### src/rtl/fft16_input_buffer.sv
// Frame buffer feeding the first radix-4 stage of a 16-point FFT: loads 16 samples
// in natural order, then presents groups {x[g], x[g+4], x[g+8], x[g+12]} for g = 0..3.
module fft16_input_buffer #(
  parameter int DATA_W = 32
) (
  input  logic                  clk,
  input  logic                  rst,
  input  logic                  in_valid,
  output logic                  in_ready,
  input  logic [DATA_W-1:0]     in_re,
  input  logic [DATA_W-1:0]     in_im,
  input  logic                  in_last,
  output logic                  out_valid,
  input  logic                  out_ready,
  output logic [4*DATA_W-1:0]   out_re,
  output logic [4*DATA_W-1:0]   out_im,
  output logic [1:0]            out_group,
  output logic                  out_last,
  output logic                  frame_err
);

  typedef enum logic {
    ST_LOAD  = 1'b0,
    ST_DRAIN = 1'b1
  } state_t;

  state_t            r_state, w_state_nxt;
  logic [3:0]        r_wr_cnt, w_wr_cnt_nxt;
  logic [1:0]        r_grp, w_grp_nxt;
  logic              r_frame_err, w_frame_err_nxt;
  logic              w_accept;
  logic [DATA_W-1:0] r_mem_re [16];
  logic [DATA_W-1:0] r_mem_im [16];

  // NOTE: every always_comb output gets a default first so no path leaves it unassigned (no latch).
  always_comb begin
    w_state_nxt     = r_state;
    w_wr_cnt_nxt    = r_wr_cnt;
    w_grp_nxt       = r_grp;
    w_frame_err_nxt = 1'b0;
    w_accept        = 1'b0;
    in_ready        = 1'b0;
    out_valid       = 1'b0;
    case (r_state)
      ST_LOAD: begin
        in_ready = 1'b1;
        w_accept = in_valid;
        if (in_valid) begin
          if (in_last && (r_wr_cnt == 4'd15)) begin
            w_state_nxt  = ST_DRAIN;
            w_wr_cnt_nxt = 4'd0;
          end else if (in_last || (r_wr_cnt == 4'd15)) begin
            // in_last and the 16th slot disagree: the frame is misaligned, drop it.
            w_wr_cnt_nxt    = 4'd0;
            w_frame_err_nxt = 1'b1;
          end else begin
            w_wr_cnt_nxt = r_wr_cnt + 4'd1;
          end
        end
      end
      ST_DRAIN: begin
        out_valid = 1'b1;
        if (out_ready) begin
          if (r_grp == 2'd3) begin
            w_grp_nxt   = 2'd0;
            w_state_nxt = ST_LOAD;
          end else begin
            w_grp_nxt = r_grp + 2'd1;
          end
        end
      end
      default: w_state_nxt = ST_LOAD;
    endcase
  end

  // NOTE: sequential state uses non-blocking assignments so all registers update together.
  always_ff @(posedge clk) begin
    if (rst) begin
      r_state     <= ST_LOAD;
      r_wr_cnt    <= 4'd0;
      r_grp       <= 2'd0;
      r_frame_err <= 1'b0;
    end else begin
      r_state     <= w_state_nxt;
      r_wr_cnt    <= w_wr_cnt_nxt;
      r_grp       <= w_grp_nxt;
      r_frame_err <= w_frame_err_nxt;
    end
  end

  // NOTE: sample storage has no reset; it is only read in DRAIN, after a full frame overwrote it.
  always_ff @(posedge clk) begin
    if (w_accept) begin
      r_mem_re[r_wr_cnt] <= in_re;
      r_mem_im[r_wr_cnt] <= in_im;
    end
  end

  // Lane k of group g holds x[4k + g], i.e. memory index {k, g}.
  always_comb begin
    out_re    = '0;
    out_im    = '0;
    out_group = 2'd0;
    out_last  = 1'b0;
    if (out_valid) begin
      for (int k = 0; k < 4; k++) begin
        out_re[k*DATA_W +: DATA_W] = r_mem_re[{2'(k), r_grp}];
        out_im[k*DATA_W +: DATA_W] = r_mem_im[{2'(k), r_grp}];
      end
      out_group = r_grp;
      out_last  = (r_grp == 2'd3);
    end
  end

  assign frame_err = r_frame_err;

endmodule
### config.mk
export PLATFORM = sky130hd
export DESIGN_NAME = fft16_input_buffer
export DESIGN_NICKNAME = d
export VERILOG_FILES = /design/src/rtl/fft16_input_buffer.sv
export SDC_FILE = /design/constraint.sdc
export NUM_CORES = 1
export LEC_CHECK = 0
export CAP_MARGIN = 20
export CORE_MARGIN = 3
export CORE_UTILIZATION = 52
export DETAILED_ROUTE_END_ITERATION = 8
export PLACE_DENSITY = 0.88
export SYNTH_ARGS = -nofsm -noshare
export SYNTH_HDL_FRONTEND = slang
export SYNTH_SLANG_ARGS = --single-unit
### constraint.sdc
create_clock -name clk -period 5.75 [get_ports clk]
set_input_delay 0.575 -clock clk [delete_from_list [all_inputs] [get_ports clk]]
set_output_delay 0.575 -clock clk [all_outputs]
set_load 0.02 [all_outputs]
### Word level (Yosys, flattened, before mapping)

Memories as Yosys holds them, arrays and structs flattened. A register that Yosys moved wholly into a read port is not among the register bits.
Cells that the tools add are included.

* bits in registers: 8
* memory bits (writable): 1024
* input bits: 69
* output and inout port bits: 262
* word-level logic and storage cells: 51
* memories kept: 2

Memories
* r_mem_im: words 16, bits a word 32, read ports 4, clocked after memory_dff 4, write ports 1, line 33 `logic [DATA_W-1:0] r_mem_im [16];`
* r_mem_re: words 16, bits a word 32, read ports 4, clocked after memory_dff 4, write ports 1, line 32 `logic [DATA_W-1:0] r_mem_re [16];`

* add/sub/neg operators: 2
* equal/unequal tests: 2
* multiplexer cells: 34
* bitwise operators: 2
* reduce and logical (&&, ||, !) cells: 5

Operators by type and width (count)
* $mux W128: 2
* $mux W4: 18
* $mux W1: 11
* $add A4 B1 Y4 const B: 1
* $eq A4 B4 Y1 const B: 1
* $mux W2: 2
* $reduce_and A2 Y1: 2
* $reduce_or A4 Y1: 1
* $add A2 B1 Y2 const B: 1
* $eq A2 B2 Y1 const B: 1
* $not A1 Y1: 2
* $pmux W1 S2: 1
* $logic_and A1 B1 Y1: 1
* $logic_or A1 B1 Y1: 1

### Depth between registers and ports, before layout

Gate-level depths: netlist of run 1.

* word-level depth: 5
* depth in mapped cells: 5
* depth with buffers taken out: 5

### Worst setup path before layout of run 1

OpenSTA, ideal clock, no wires.

* kind: input-to-reg
* start point: input in_valid
* end point: memory r_mem_im[1][0], enable pin
* data arrival time: 5271 ps
* path slack: -86 ps
* cell stages on the path: 3
* path buffers: 0
* path through: nor2b_1 -> nand2_1 -> nor3_1

* cells in the longest elaborated chain, start to end: 3

RTL lines
* from (decl): line 8 `input logic in_valid,`
* $mux W1: line 44 `case (r_state)`
* $mux W1: line 93 `if (w_accept) begin`
* $mux W1 (not written as such): line 95 `r_mem_im[r_wr_cnt] <= in_im;`
* to (decl): line 33

No other way between the ends.

### Worst setup path in the final report of run 1

* start point: register r_state
* end point: output out_re[127]

* cells in the longest elaborated chain, start to end: 2

RTL lines
* from (decl): line 27 `state_t r_state, w_state_nxt;`
* from (signal assigned): line 84 `r_state <= w_state_nxt;`
* $mux W1: line 44
* $mux W128: line 105 `if (out_valid) begin`
* to (decl): line 15 `output logic [4*DATA_W-1:0] out_re,`

No other way between the ends.

==> out/qor.txt, run 1 <==
status: completed
cell count after placement: 2,952
Final #Nets: 2,159
Synth Register Bits: 1,034
CTS tree: built
Iteration-0 DRC Markers: 1,921
die width: 282 um
Root Buffer: clkbuf_16
Die H: 282 um
syn nets: 1,774
Rows: 100
fillers: 4,810
WL/cell: 29.1 um
Starting Density: 52.8%
Netlist cell types: 31
Fmax achieved: 244 MHz
Leak: 14.4 nW
Post-DRT Antenna Nets: 0
Post-synth top cells: 1,024 x edfxtp_1, 259 x and2_1, 256 x mux4_2
Fin. Hold Viols: 0
Most used DFF post-synth: edfxtp_1
synthesized area: 0.0395 mm^2
Area contributors post-synth: edfxtp_1 78%, mux4_2 15%, and2_1 4.1%
Power Density: 315 mW/mm^2
dpl ws: 2070 ps
IO Pins: 331
maxcap violations: 0
GRT overflow: 0
router iterations before antenna repair: 6
Critical Path Sink Type: output pin
share of cells above drive strength 1: 20.9%
die footprint: 0.0793 mm^2
H-tree depth: 3
pin count of the biggest net entering global routing: 102
detailed placement HPWL: 50,500 um
drt drc: 0
GP Congestion: 0.771
final critical-path required period: 4110 ps
most common cell in the synthesized netlist: edfxtp_1
CTS buffer count: 99
vias in the first global route: 20,100
post-CTS sizing: 0
Warnings, synthesis: 0
EDFF count, synth: 1,024
Critical Path AT: 3530 ps
ys async rst share: 0%
Slowest cell on crit path: dfxtp_4
Cell Area, Placed: 0.0437 mm^2
area of the multi-input gates: 0.00785 mm^2
PortBufs: 330
critical path required time: 5180 ps
Non-Filler Instances: 3,139
Final Worst Setup Slack: 1640 ps
Total GRT Usage: 23.4%
clock skew: 17.6 ps
Buf+Inv Stages, Crit Path: 2
DR vias: 18,900
Max FO, Critical Path: 101
Slew @ Worst Pin: 1080 ps
CP Launch Type: flip-flop
Worst Hold Class: reg2reg
final setup fails: 0
clk sinks: 1,034
RSZ-0062 raised after global routing: no
crit-path max cell delay: 1010 ps
initial antenna violation count: 6
Clock transition at path regs: 60 ps
hold_ws: 513 ps
core area: 0.0748 mm^2
design area: 0.0468 mm^2
crit-path cells: buf_4 > and2_1 > clkdlybuf4s50_1
first-pass GRT wire length: 134,000 um
Clk Latency, worst-skew pair: 640 ps
post-synth top area cell: edfxtp_1
Slew HR: 27.6%
Setup TNS: 0 ps
Final Cycle Share: 71.4%
Worst VDD drop: 0.245 mV
Seq/Total Area, Yosys: 78.4%
CP delay by family, top: buffers and inverters
Post-Syn Instances: 1,700
hold buffers post-CTS: 0
post-CTS setup buffer count: 0
WS Path Type: reg2out
FF/Latch Area: 0.0310 mm^2
syn avg cell area: 23.2 um^2
synthesis-to-finish area growth: 18.7%
Max Slew Vio Count: 0
Yosys top cell area share: 77.9%
final WL: 91,500 um
Vias per Instance: 6.03
CTS max path bufs: 3
==> worst paths after layout <==
check | endpoint | slack [ps] | from | cells after the start
setup / recovery | out_re[127] | 1640 | r_state | 3
hold / removal | flip-flop | 510 | r_grp[1] | 2
setup reg to reg | r_mem_im[10][20] | 2410 | r_state | 4
hold reg to reg | flip-flop | 510 | r_grp[1] | 2
==> report_power, final <==
group / internal (mW) / leakage, nW / switching [mW] / total (mW)
clock network: 3.50 / 1.48 / 2.68 / 6.18
logic: 0.0735 / 3.58 / 0.155 / 0.228
registers: 8.34 / 9.33 / 0.0147 / 8.35
total: 11.9 / 14.4 / 2.85 / 14.8
==> flip-flops by register name, indices dropped and copies added (netlist names), named ones only <==
register / cells
frame_err: 1
r_grp: 2
r_mem_im: 512
r_mem_re: 512
r_state: 1
r_wr_cnt: 4
==> layout make-up <==
| type | instances | share of cell area [%] |
|---|---|---|
| inverters | 3 | 0.0240 |
| well taps | 969 | 2.59 |
| clock buffers | 127 | 5.51 |
| clock inverters | 55 | 1.07 |
| flip-flops and latches | 1034 | 66.1 |
| diodes | 4 | 0.0214 |
| repair buffers | 373 | 7.93 |
| multi-input cells | 574 | 16.8 |
==> cell families (layout without fill, tap and decap cells) <==
group	after synthesis	after routing	share of synthesized area [%]
multiplexers	257	257	14.6
adder cells (fa/ha/maj)	5	5	0.158
buffers and inverters	92	558	2.03
XOR/XNOR	1	1	0.0222
flip-flops	1034	1034	78.4
other	0	4	0
AND/OR/NAND/NOR	301	301	4.61
AO/OA/AOI/OAI	10	10	0.146
==> per-layer routing <==
metal	global-route usage, %	up-vias	share of wire, %
met1	30.7	9933	37
met4	8.00	2	3.0
met3	4.94	189	8.2
met2	39.4	1056	51
met5	0	-	0.0077
li1	-	7744	-
==> through the flow <==
step                      util (%)  power (mW)
after floorplan                  -        8.56
after global routing          62.6        15.2
after CTS                     62.6        14.9
after global placement        58.4        8.71
after detailed placement      58.4        8.74
final                         62.6        14.8
==> cells in the final DEF, fill, tap and decap left out, types with 8 or more instances in the layout <==
cell                n
clkinv_1           20
clkinv_2           12
clkbuf_16          99
nor2_4             12
clkbuf_1           28
and2_1            259
clkdlybuf4s50_1   330
nand2_1             8
buf_4              36
mux4_2            256
edfxtp_1         1024
==> tightest hold or removal path: stages (launching register included) <==
cell     delay, ps
dfxtp_1        330
nand2_1         60
a21oi_1         70
No activity file was read; power rests on OpenSTA's default activity.
==> run 2, diff against run 1 <==
--- a/config.mk
+++ b/config.mk
@@ -7,9 +7,9 @@
 export LEC_CHECK = 0
 export CAP_MARGIN = 20
 export CORE_MARGIN = 3
-export CORE_UTILIZATION = 52
+export CORE_UTILIZATION = 58
 export DETAILED_ROUTE_END_ITERATION = 8
-export PLACE_DENSITY = 0.88
+export PLACE_DENSITY = 0.92
 export SYNTH_ARGS = -nofsm -noshare
 export SYNTH_HDL_FRONTEND = slang
 export SYNTH_SLANG_ARGS = --single-unit
==> constraint.sdc (replaced) <==
create_clock -name clk -period 4.3 [get_ports clk]
set_input_delay 0.43 -clock clk [delete_from_list [all_inputs] [get_ports clk]]
set_output_delay 0.43 -clock clk [all_outputs]
set_load 0.02 [all_outputs]
==> run 2 against run 1 <==
Net effect:
- core utilization grew 7.4 points
- die area fell by 10%
- non-clock buffer count rose by 18
- clock power is 37% higher
- combinational power is 42% higher
- global-route usage increased by 3.8 points
==> out/qor.txt, run 2 (same netlist as run 1, synthesis figures left out) <==
final critical-path required period: 3750 ps
GRT overflow: 0 (unchanged)
detailed placement HPWL: 51,900 um (was 50,500 um)
Final #Nets: 2,177 (was 2,159)
dpl ws: 1220 ps (was 2070 ps)
H-tree depth: 3 (unchanged)
largest registers: r_mem_im (512), r_mem_re (512), r_wr_cnt (4) (unchanged)
Worst VDD drop: 0.321 mV (was 0.245 mV)
pin count of the biggest net entering global routing: 98 (was 102)
Slew @ Worst Pin: 926 ps (was 1080 ps)
drt drc: 0 (unchanged)
clk sinks: 1,034 (unchanged)
synthesis-to-finish area growth: 19.3% (was 18.7%)
IO Pins: 331 (unchanged)
GP Congestion: 0.789 (was 0.771)
Rows: 95 (was 100)
final setup fails: 0 (unchanged)
reg-to-reg critical path startpoint: r_state (unchanged)
Die H: 267 um (was 282 um)
post-CTS setup buffer count: 0 (unchanged)
Critical Path AT: 3320 ps (was 3530 ps)
RSZ-0062 raised after global routing: no (unchanged)
critical path required time: 3870 ps (was 5180 ps)
core area: 0.0673 mm^2 (was 0.0748 mm^2)
WS Path Type: reg2out (unchanged)
Root Buffer: clkbuf_16 (unchanged)
first-pass GRT wire length: 139,000 um (was 134,000 um)
Post-DRT Antenna Nets: 0 (unchanged)
CP Launch Type: flip-flop (unchanged)
Worst Hold Class: in2reg (was reg2reg)
Total GRT Usage: 27.2% (was 23.4%)
share of cells above drive strength 1: 21.8% (was 20.9%)
vias in the first global route: 20,500 (was 20,100)
hold buffers post-CTS: 0 (unchanged)
Starting Density: 58.7% (was 52.8%)
Vias per Instance: 6.42 (was 6.03)
Critical Path Sink Type: output pin (unchanged)
Final Cycle Share: 87.2%
Clk Latency, worst-skew pair: 650 ps (was 640 ps)
Fmax achieved: 267 MHz
initial antenna violation count: 5 (was 6)
R2R depth: 4 (unchanged)
commonest non-fill, non-tap cell in the layout: edfxtp_1 (unchanged)
final WL: 95,100 um (was 91,500 um)
commonest non-fill, non-tap cells in the layout: 1,024 x edfxtp_1, 330 x clkdlybuf4s50_1, 259 x and2_1, 256 x mux4_2, 101 x clkbuf_16 (was 1,024 x edfxtp_1, 330 x clkdlybuf4s50_1, 259 x and2_1, 256 x mux4_2, 99 x clkbuf_16)
Power Density: 423 mW/mm^2 (was 315 mW/mm^2)
Clock transition at path regs: 70 ps (was 60 ps)
clock skew: 20.2 ps (was 17.6 ps)
PortBufs: 330 (unchanged)
Max Slew Vio Count: 0 (unchanged)
Iteration-0 DRC Markers: 2,348 (was 1,921)
RR Endpoint: r_mem_re[4][9] (was r_mem_im[10][20])
design area: 0.0471 mm^2 (was 0.0468 mm^2)
Slew HR: 38.2% (was 27.6%)
Max FO, Critical Path: 37 (was 101)
router iterations before antenna repair: 6 (unchanged)
CTS tree: built (unchanged)
Setup TNS: 0 ps (unchanged)
Final Core Density: 70.0% (was 62.6%)
Leak: 14.6 nW (was 14.4 nW)
maxcap violations: 0 (unchanged)
hold path cells: 3 (was 2)
DR vias: 19,600 (was 18,900)
Fin. Hold Viols: 0 (unchanged)
WL/cell: 31.1 um (was 29.1 um)
Cell Area, Placed: 0.0440 mm^2 (was 0.0437 mm^2)
hold_ws: 536 ps (was 513 ps)
CTS max path bufs: 3 (unchanged)
flop2flop setup slack: 1390 ps (was 2410 ps)
CTS buffer count: 99 (unchanged)
post-CTS sizing: 0 (unchanged)
worst hold start: out_ready (was r_grp[1])
die footprint: 0.0712 mm^2 (was 0.0793 mm^2)
die width: 267 um (was 282 um)
Final Worst Setup Slack: 552 ps (was 1640 ps)
status: completed (unchanged)
==> run 2: final cells by class <==
class                           count  area [um^2]
Antenna cell                        1         2.50
Timing Repair Buffer              391         4040
Clock buffer                      118         2590
Tap cell                          873         1090
Sequential cell                  1034        31000
Inverter                            3         11.3
Fill cell                        3747        20200
Clock inverter                     60          536
Multi-Input combinational cell    574         7860
==> run 2: metrics by stage <==
| stage | power [mW] | std cells |
|---|---|---|
| global placement | 11.7 | 2875 |
| global route | 20.4 | 3054 |
| CTS | 20.1 | 3053 |
| finish | 19.9 | 3054 |
| floorplan | 11.4 | 1700 |
| detailed placement | 11.7 | 2875 |
==> run 2: how the worst max path moves through the flow <==
stage                            endpoint   startpoint  slack, ps  cells past startpoint
after floorplan           r_mem_im[15][0]  r_wr_cnt[2]        280                      3
after global placement         out_re[50]    flip-flop       1260                      4
after detailed placement      out_re[115]    flip-flop       1220                      4
after CTS                     out_re[111]    flip-flop        470                      4
after global routing          out_re[115]    flip-flop        410                      4
final                         out_re[111]    flip-flop        550                      4
==> run 2: worst max-delay path, stage by stage, from the launching register on <==
cell,delay [ps]
dfxtp_4,920
buf_12,360
mux4_2,590
and2_1,190
clkdlybuf4s50_1,540
==> run 2: per-layer routing <==
metal	global-route usage, %	wire length [um]
met5	0	59
met3	5.61	9130
met4	7.91	2300
met2	44.2	47600
met1	38.2	36000
==> run 2: power breakdown <==
group / internal [mW] / switching [mW] / total (mW)
clock: 4.78 / 3.66 / 8.44
sequential: 11.1 / 0.0196 / 11.2
combinational: 0.100 / 0.224 / 0.324
